<file path="config.mk">
export PLATFORM = sky130hd
export DESIGN_NAME = fpu_share_arbiter
export DESIGN_NICKNAME = d
export VERILOG_FILES = /design/src/rtl/fpu_arb_pkg.sv /design/src/rtl/fpu_share_arbiter_rr_arb2.sv /design/src/rtl/fpu_share_arbiter.sv
export SDC_FILE = /design/constraint.sdc
export NUM_CORES = 1
export LEC_CHECK = 0
export BUFFER_PORTS_ARGS = -buffer_cell sky130_fd_sc_hd__clkbuf_2
export CAP_MARGIN = 20
export CORE_AREA = 2 2 161 163
export CTS_BUF_LIST = sky130_fd_sc_hd__clkbuf_16
export CTS_CLUSTER_SIZE = 14
export DETAILED_ROUTE_END_ITERATION = 10
export DIE_AREA = 0 0 163 165
export MAX_ROUTING_LAYER = met4
export REMOVE_ABC_BUFFERS = 1
export SLEW_MARGIN = 30
export SYNTH_ARGS = -nofsm -noshare
export SYNTH_HDL_FRONTEND = slang
export SYNTH_SLANG_ARGS = --single-unit
</file>
<file path="constraint.sdc">
create_clock -name clk -period 3.7 [get_ports clk]
set_clock_uncertainty 0.05 [all_clocks]
set_input_delay 0.555 -clock clk [delete_from_list [all_inputs] [get_ports clk]]
set_output_delay 0.555 -clock clk [all_outputs]
set_load 0.01 [all_outputs]
</file>
<file path="src/rtl/fpu_arb_pkg.sv">
// Shared types and constants for the dual-core FPU share arbiter.
// Holds the arbiter state encoding, field widths and the canonical NaN/flag values.
package fpu_arb_pkg;

    localparam int OP_W   = 5;
    localparam int RM_W   = 3;
    localparam int TAG_W  = 5;
    localparam int FLAG_W = 5;

    localparam logic [31:0]       CANON_NAN = 32'h7FC0_0000;
    localparam logic [FLAG_W-1:0] FLAG_NV   = 5'b10000;

    typedef enum logic [1:0] {
        ST_IDLE = 2'd0,
        ST_BUSY = 2'd1,
        ST_RESP = 2'd2
    } arb_state_e;

endpackage

</file>
<file path="src/rtl/fpu_share_arbiter_rr_arb2.sv">
// Two-way round-robin grant: a lone requester always wins, a tie goes to the
// core that did not own the previous operation. Purely combinational.
module rr_arb2 (
    input  logic [1:0] req_valid,
    input  logic       last_owner,
    input  logic       idle,
    output logic [1:0] grant
);

    // NOTE: every signal written in always_comb gets a default first, so no path leaves it unassigned (no latch).
    always_comb begin
        grant = 2'b00;
        if (idle) begin
            if (req_valid == 2'b11) begin
                grant = last_owner ? 2'b01 : 2'b10;
            end else begin
                grant = req_valid;
            end
        end
    end

endmodule

</file>
<file path="src/rtl/fpu_share_arbiter.sv">
// Shares one multi-cycle FPU between two cores: round-robin accept, registered
// launch, completion wait, one-hot valid/ready response. Watchdog: FPU_ARB_TIMEOUT_EN.
module fpu_share_arbiter
    import fpu_arb_pkg::*;
#(
    parameter int XLEN           = 32,
    parameter int TIMEOUT_CYCLES = 64
) (
    input  logic                 clk,
    input  logic                 rst,
    input  logic [1:0]           req_valid,
    output logic [1:0]           req_ready,
    input  logic [2*OP_W-1:0]    req_op,
    input  logic [2*RM_W-1:0]    req_rm,
    input  logic [2*TAG_W-1:0]   req_rd,
    input  logic [2*XLEN-1:0]    req_a,
    input  logic [2*XLEN-1:0]    req_b,
    input  logic [2*XLEN-1:0]    req_c,
    output logic                 fpu_start,
    output logic [OP_W-1:0]      fpu_op,
    output logic [RM_W-1:0]      fpu_rm,
    output logic [XLEN-1:0]      fpu_a,
    output logic [XLEN-1:0]      fpu_b,
    output logic [XLEN-1:0]      fpu_c,
    input  logic                 fpu_done,
    input  logic [XLEN-1:0]      fpu_result,
    input  logic [FLAG_W-1:0]    fpu_flags,
    output logic [1:0]           resp_valid,
    input  logic [1:0]           resp_ready,
    output logic [XLEN-1:0]      resp_data,
    output logic [FLAG_W-1:0]    resp_flags,
    output logic [TAG_W-1:0]     resp_rd,
    output logic                 resp_err
);

    if (TIMEOUT_CYCLES < 2) begin : g_bad_timeout
        $error("fpu_share_arbiter: TIMEOUT_CYCLES must be at least 2");
    end

    arb_state_e        state_q;
    logic              owner_q;
    logic              last_owner_q;
    logic              start_q;
    logic [OP_W-1:0]   op_q;
    logic [RM_W-1:0]   rm_q;
    logic [TAG_W-1:0]  tag_q;
    logic [XLEN-1:0]   a_q;
    logic [XLEN-1:0]   b_q;
    logic [XLEN-1:0]   c_q;
    logic [1:0]        resp_valid_q;
    logic [XLEN-1:0]   resp_data_q;
    logic [FLAG_W-1:0] resp_flags_q;

    logic [1:0]        grant;
    logic              accept;
    logic              done_ok;
    logic              timeout_hit;
    logic [OP_W-1:0]   op_d;
    logic [RM_W-1:0]   rm_d;
    logic [TAG_W-1:0]  tag_d;
    logic [XLEN-1:0]   a_d;
    logic [XLEN-1:0]   b_d;
    logic [XLEN-1:0]   c_d;

    rr_arb2 u_rr_arb2 (
        .req_valid  (req_valid),
        .last_owner (last_owner_q),
        .idle       (state_q == ST_IDLE && !rst),
        .grant      (grant)
    );

    assign req_ready = grant;
    assign accept    = |grant;

    // A done on the launch cycle belongs to nothing we issued and is dropped.
    assign done_ok = fpu_done && !start_q;

    assign op_d  = grant[1] ? req_op[OP_W +: OP_W]   : req_op[0 +: OP_W];
    assign rm_d  = grant[1] ? req_rm[RM_W +: RM_W]   : req_rm[0 +: RM_W];
    assign tag_d = grant[1] ? req_rd[TAG_W +: TAG_W] : req_rd[0 +: TAG_W];
    assign a_d   = grant[1] ? req_a[XLEN +: XLEN]    : req_a[0 +: XLEN];
    assign b_d   = grant[1] ? req_b[XLEN +: XLEN]    : req_b[0 +: XLEN];
    assign c_d   = grant[1] ? req_c[XLEN +: XLEN]    : req_c[0 +: XLEN];

`ifdef FPU_ARB_TIMEOUT_EN
    localparam int CNT_W = $clog2(TIMEOUT_CYCLES + 1);

    logic [CNT_W-1:0] busy_cnt_q;
    logic             resp_err_q;

    assign timeout_hit = (state_q == ST_BUSY) && (busy_cnt_q == CNT_W'(TIMEOUT_CYCLES));

    // The count reads 1 on the launch cycle and freezes once BUSY is left.
    always_ff @(posedge clk) begin
        if (rst) begin
            busy_cnt_q <= '0;
            resp_err_q <= 1'b0;
        end else if (state_q == ST_IDLE && accept) begin
            busy_cnt_q <= CNT_W'(1);
        end else if (state_q == ST_BUSY) begin
            if (done_ok) begin
                resp_err_q <= 1'b0;
            end else if (timeout_hit) begin
                resp_err_q <= 1'b1;
            end else begin
                busy_cnt_q <= busy_cnt_q + CNT_W'(1);
            end
        end
    end

    assign resp_err = resp_err_q;
`else
    assign timeout_hit = 1'b0;
    assign resp_err    = 1'b0;
`endif

    // NOTE: sequential state uses non-blocking assignments only, so every register samples pre-edge values.
    always_ff @(posedge clk) begin
        if (rst) begin
            state_q      <= ST_IDLE;
            owner_q      <= 1'b0;
            last_owner_q <= 1'b1;
            start_q      <= 1'b0;
            op_q         <= '0;
            rm_q         <= '0;
            tag_q        <= '0;
            a_q          <= '0;
            b_q          <= '0;
            c_q          <= '0;
            resp_valid_q <= 2'b00;
            resp_data_q  <= '0;
            resp_flags_q <= '0;
        end else begin
            start_q <= 1'b0;
            unique case (state_q)
                ST_IDLE: begin
                    if (accept) begin
                        owner_q <= grant[1];
                        op_q    <= op_d;
                        rm_q    <= rm_d;
                        tag_q   <= tag_d;
                        a_q     <= a_d;
                        b_q     <= b_d;
                        c_q     <= c_d;
                        start_q <= 1'b1;
                        state_q <= ST_BUSY;
                    end
                end
                ST_BUSY: begin
                    if (done_ok) begin
                        resp_data_q  <= fpu_result;
                        resp_flags_q <= fpu_flags;
                        resp_valid_q <= owner_q ? 2'b10 : 2'b01;
                        state_q      <= ST_RESP;
                    end else if (timeout_hit) begin
                        resp_data_q  <= XLEN'(CANON_NAN);
                        resp_flags_q <= FLAG_NV;
                        resp_valid_q <= owner_q ? 2'b10 : 2'b01;
                        state_q      <= ST_RESP;
                    end
                end
                ST_RESP: begin
                    if (resp_ready[owner_q]) begin
                        resp_valid_q <= 2'b00;
                        last_owner_q <= owner_q;
                        state_q      <= ST_IDLE;
                    end
                end
                default: begin
                    state_q <= ST_IDLE;
                end
            endcase
        end
    end

    assign fpu_start  = start_q;
    assign fpu_op     = op_q;
    assign fpu_rm     = rm_q;
    assign fpu_a      = a_q;
    assign fpu_b      = b_q;
    assign fpu_c      = c_q;
    assign resp_valid = resp_valid_q;
    assign resp_data  = resp_data_q;
    assign resp_flags = resp_flags_q;
    assign resp_rd    = tag_q;

endmodule
</file>
==> flow_summary.toml <==
[synth]
synth.area.top_cells = "dfxtp_1 (45%), a311oi_1 (14%), a21oi_1 (11%)"
synth_flop_cell = "dfxtp_1"
synth_area_leader_cell = "dfxtp_1"
ys_top_cells_by_count = "dfxtp_1 (153), a21oi_1 (151), nand3_1 (110), a311oi_1 (109), nand2_1 (75)"
yosys.area.top_type_share_pct = 44.7
yosysWarnings = 0
yosysMostFrequentCell = "dfxtp_1"
synth_cell_types = 33
ys_ff_latch = 153
async_flop_share_pct = 0
synth_area_um2 = 6850
seq_area_frac_synth_pct = 44.7
syn-mean-instance-area_um2 = 8.11
synth_edf_count = 0
synthCells = 845

[detailed_routing]
num_vias = 7955
drt_iter0_markers = 617
dr.pass1.iters = 5
ant_nets = 0
drc_errors = 0
wl_per_cell_um = 17.4
viasPerCell = 5.22
drt-total-wl_um = 26500

[floorplan]
die_w_um = 163
start_util_pct = 27.4
die_h_um = 165
dieArea_um2 = 26900
pin_count = 414
core-area_um2 = 25000
num_rows = 58

[power]
comb_power_share_pct = 20.9
pwr-share-clk_pct = 36.9
vdd_drop_max_mv = 0.257
power_density_nw_per_um2 = 461
p_switching_w = 0.00140
p_int_w = 0.00302
p_leak_nw = 3.98
swShare_pct = 31.6
pwr-share-seq_pct = 42.2

[sta]
layout_setup_ws_ns = 1.15
slew_headroom_pct = 43.0
min_period_over_period_pct = 69.0
tightest_slew_ns = 0.854
hold_viol = 0
setup_viol = 0
rsz0062_at_grt = "false"
min_period_ns = 2.55
hold_ws_ns = 0.311
timing.fmax_ghz = 0.392
drv_slew = 0

[clock_network]
postCtsResizedCells = 0
hold_buffers = 0
cts_made_buffers = 17
cts_htree_levels = 4
clk_pin_slew_ns = 0.07
cts_sinks = 153
worst_skew_pair.late_latency_ns = 0.41
cts_root_buf = "clkbuf_16"
clockBufferDepth = 2
cts_tree = "yes"
post_cts_buffers = 0

[finish]
nets = 1441
drive_above_1_share_pct = 38.8
fin_area_um2 = 9600
syn_to_final_growth_pct = 40.1
layout.cells.non_filler = 1523

[placed_design]
placed_area_um2 = 9050
place_ws_ns = 1.04
dpl.hpwl_um = 17800
dpl.cell_count = 1490
gp_congestion = 0.773
io_buffer_count = 412

[worst_setup_path]
path_class = "in -> out"
reg2reg_from = "state_q[1]"
crit_fanout = 51
setup.worst_path.end_class = "output port"
crit_arrival_ns = 1.95
cp.required_ns = 3.09
critPathLaunch = "rst"
startpoint_type = "primary input"

[hold_path]
hp-start = "fpu_result[3]"
hp-class = "in -> reg"

[status]
outcome = "completed"

[grt]
grt_pass1_wl_um = 39900
grt_max_degree = 111
first_global_vias = 7616
grt_antenna_before_repair = 1
grt.total_usage_pct = 19.1
grt_overflow_total = 0

[run]
drv_cap = 0
==> routing by layer <==
| layer | track usage [%] | routed length (µm) | share of wire (%) |
|---|---|---|---|
| met1 | 22.0 | 10700 | 40 |
| met2 | 33.0 | 13200 | 50 |
| met3 | 4.90 | 2190 | 8.3 |
| met4 | 5.19 | 408 | 1.5 |
| met5 | - | 0 | 0 |
==> registers in the layout (all words and copies together), names as in the netlist <==
register / count
owner_q: 1
resp_flags: 5
fpu_a: 32
last_owner_q: 1
resp_valid: 2
fpu_op: 5
fpu_b: 32
resp_rd: 5
fpu_c: 32
fpu_start: 1
state_q: 2
fpu_rm: 3
resp_data: 32
==> area by class of cell <==
class | count | area [µm²]
Fill cell | 2611 | 15400
Multi-Input combinational cell | 579 | 3300
Clock inverter | 15 | 116
Timing Repair Buffer | 426 | 2270
Inverter | 2 | 7.51
Tap cell | 330 | 413
Antenna cell | 1 | 2.50
Clock buffer | 17 | 425
Sequential cell | 153 | 3060
==> logic make-up (layout without fill, tap and decap cells) <==
kind of cell	Yosys count	after routing	share of synthesized area (%)
other	1	2	0.0548
muxes	1	1	0.146
AOI/OAI and AO/OA	377	377	33.8
and+or+nand+nor	200	200	13.8
DFF	153	153	44.7
buffers and inverters	113	460	7.44
==> power by group through the flow <==
stage | logic (W) | clock network (W) | registers (W)
2_1_floorplan | 0.000396 | 0 | 0.00195
3_3_place_gp | 0.000925 | 0 | 0.00190
3_5_place_dp | 0.000931 | 0 | 0.00190
4_1_cts | 0.000931 | 0.00169 | 0.00186
5_1_grt | 0.00101 | 0.00175 | 0.00188
6_report | 0.000924 | 0.00163 | 0.00186
==> metrics by stage <==
stage	TNS (ns)	util [%]	power, W
2_1_floorplan	-349.43	-	0.00235
3_3_place_gp	0	36.2	0.00282
3_5_place_dp	0	36.2	0.00283
4_1_cts	0	38.3	0.00448
5_1_grt	0	38.3	0.00464
6_report	0	38.3	0.00442
==> final timing paths <==
path              slack, ns            to  cells after the start
setup / recovery       1.15  req_ready[0]                      4
hold / removal         0.31  resp_data[3]                      3
setup reg to reg       1.61     fpu_c[29]                      4
hold reg to reg        0.40  resp_data[3]                      2
==> critical path, stage by stage <==
cell      delay, ns
buf_4          0.43
or3_4          0.66
nor2_1         0.11
clkbuf_2       0.15
==> placed cells by master, fill, tap and decap left out, drive strengths merged, types with 2 or more instances in the layout <==
cell type,Yosys,final
a21oi,151,151
dfxtp,153,153
nor3,2,2
buf,53,15
o21ai,110,110
inv,2,7
a311oi,109,109
nand3,110,110
o211ai,2,2
clkbuf,58,428
nor2,3,3
clkinv,0,8
nand2,75,75
clkinvlp,0,2
nand2b,2,2
(Power assumes the default switching activity.)
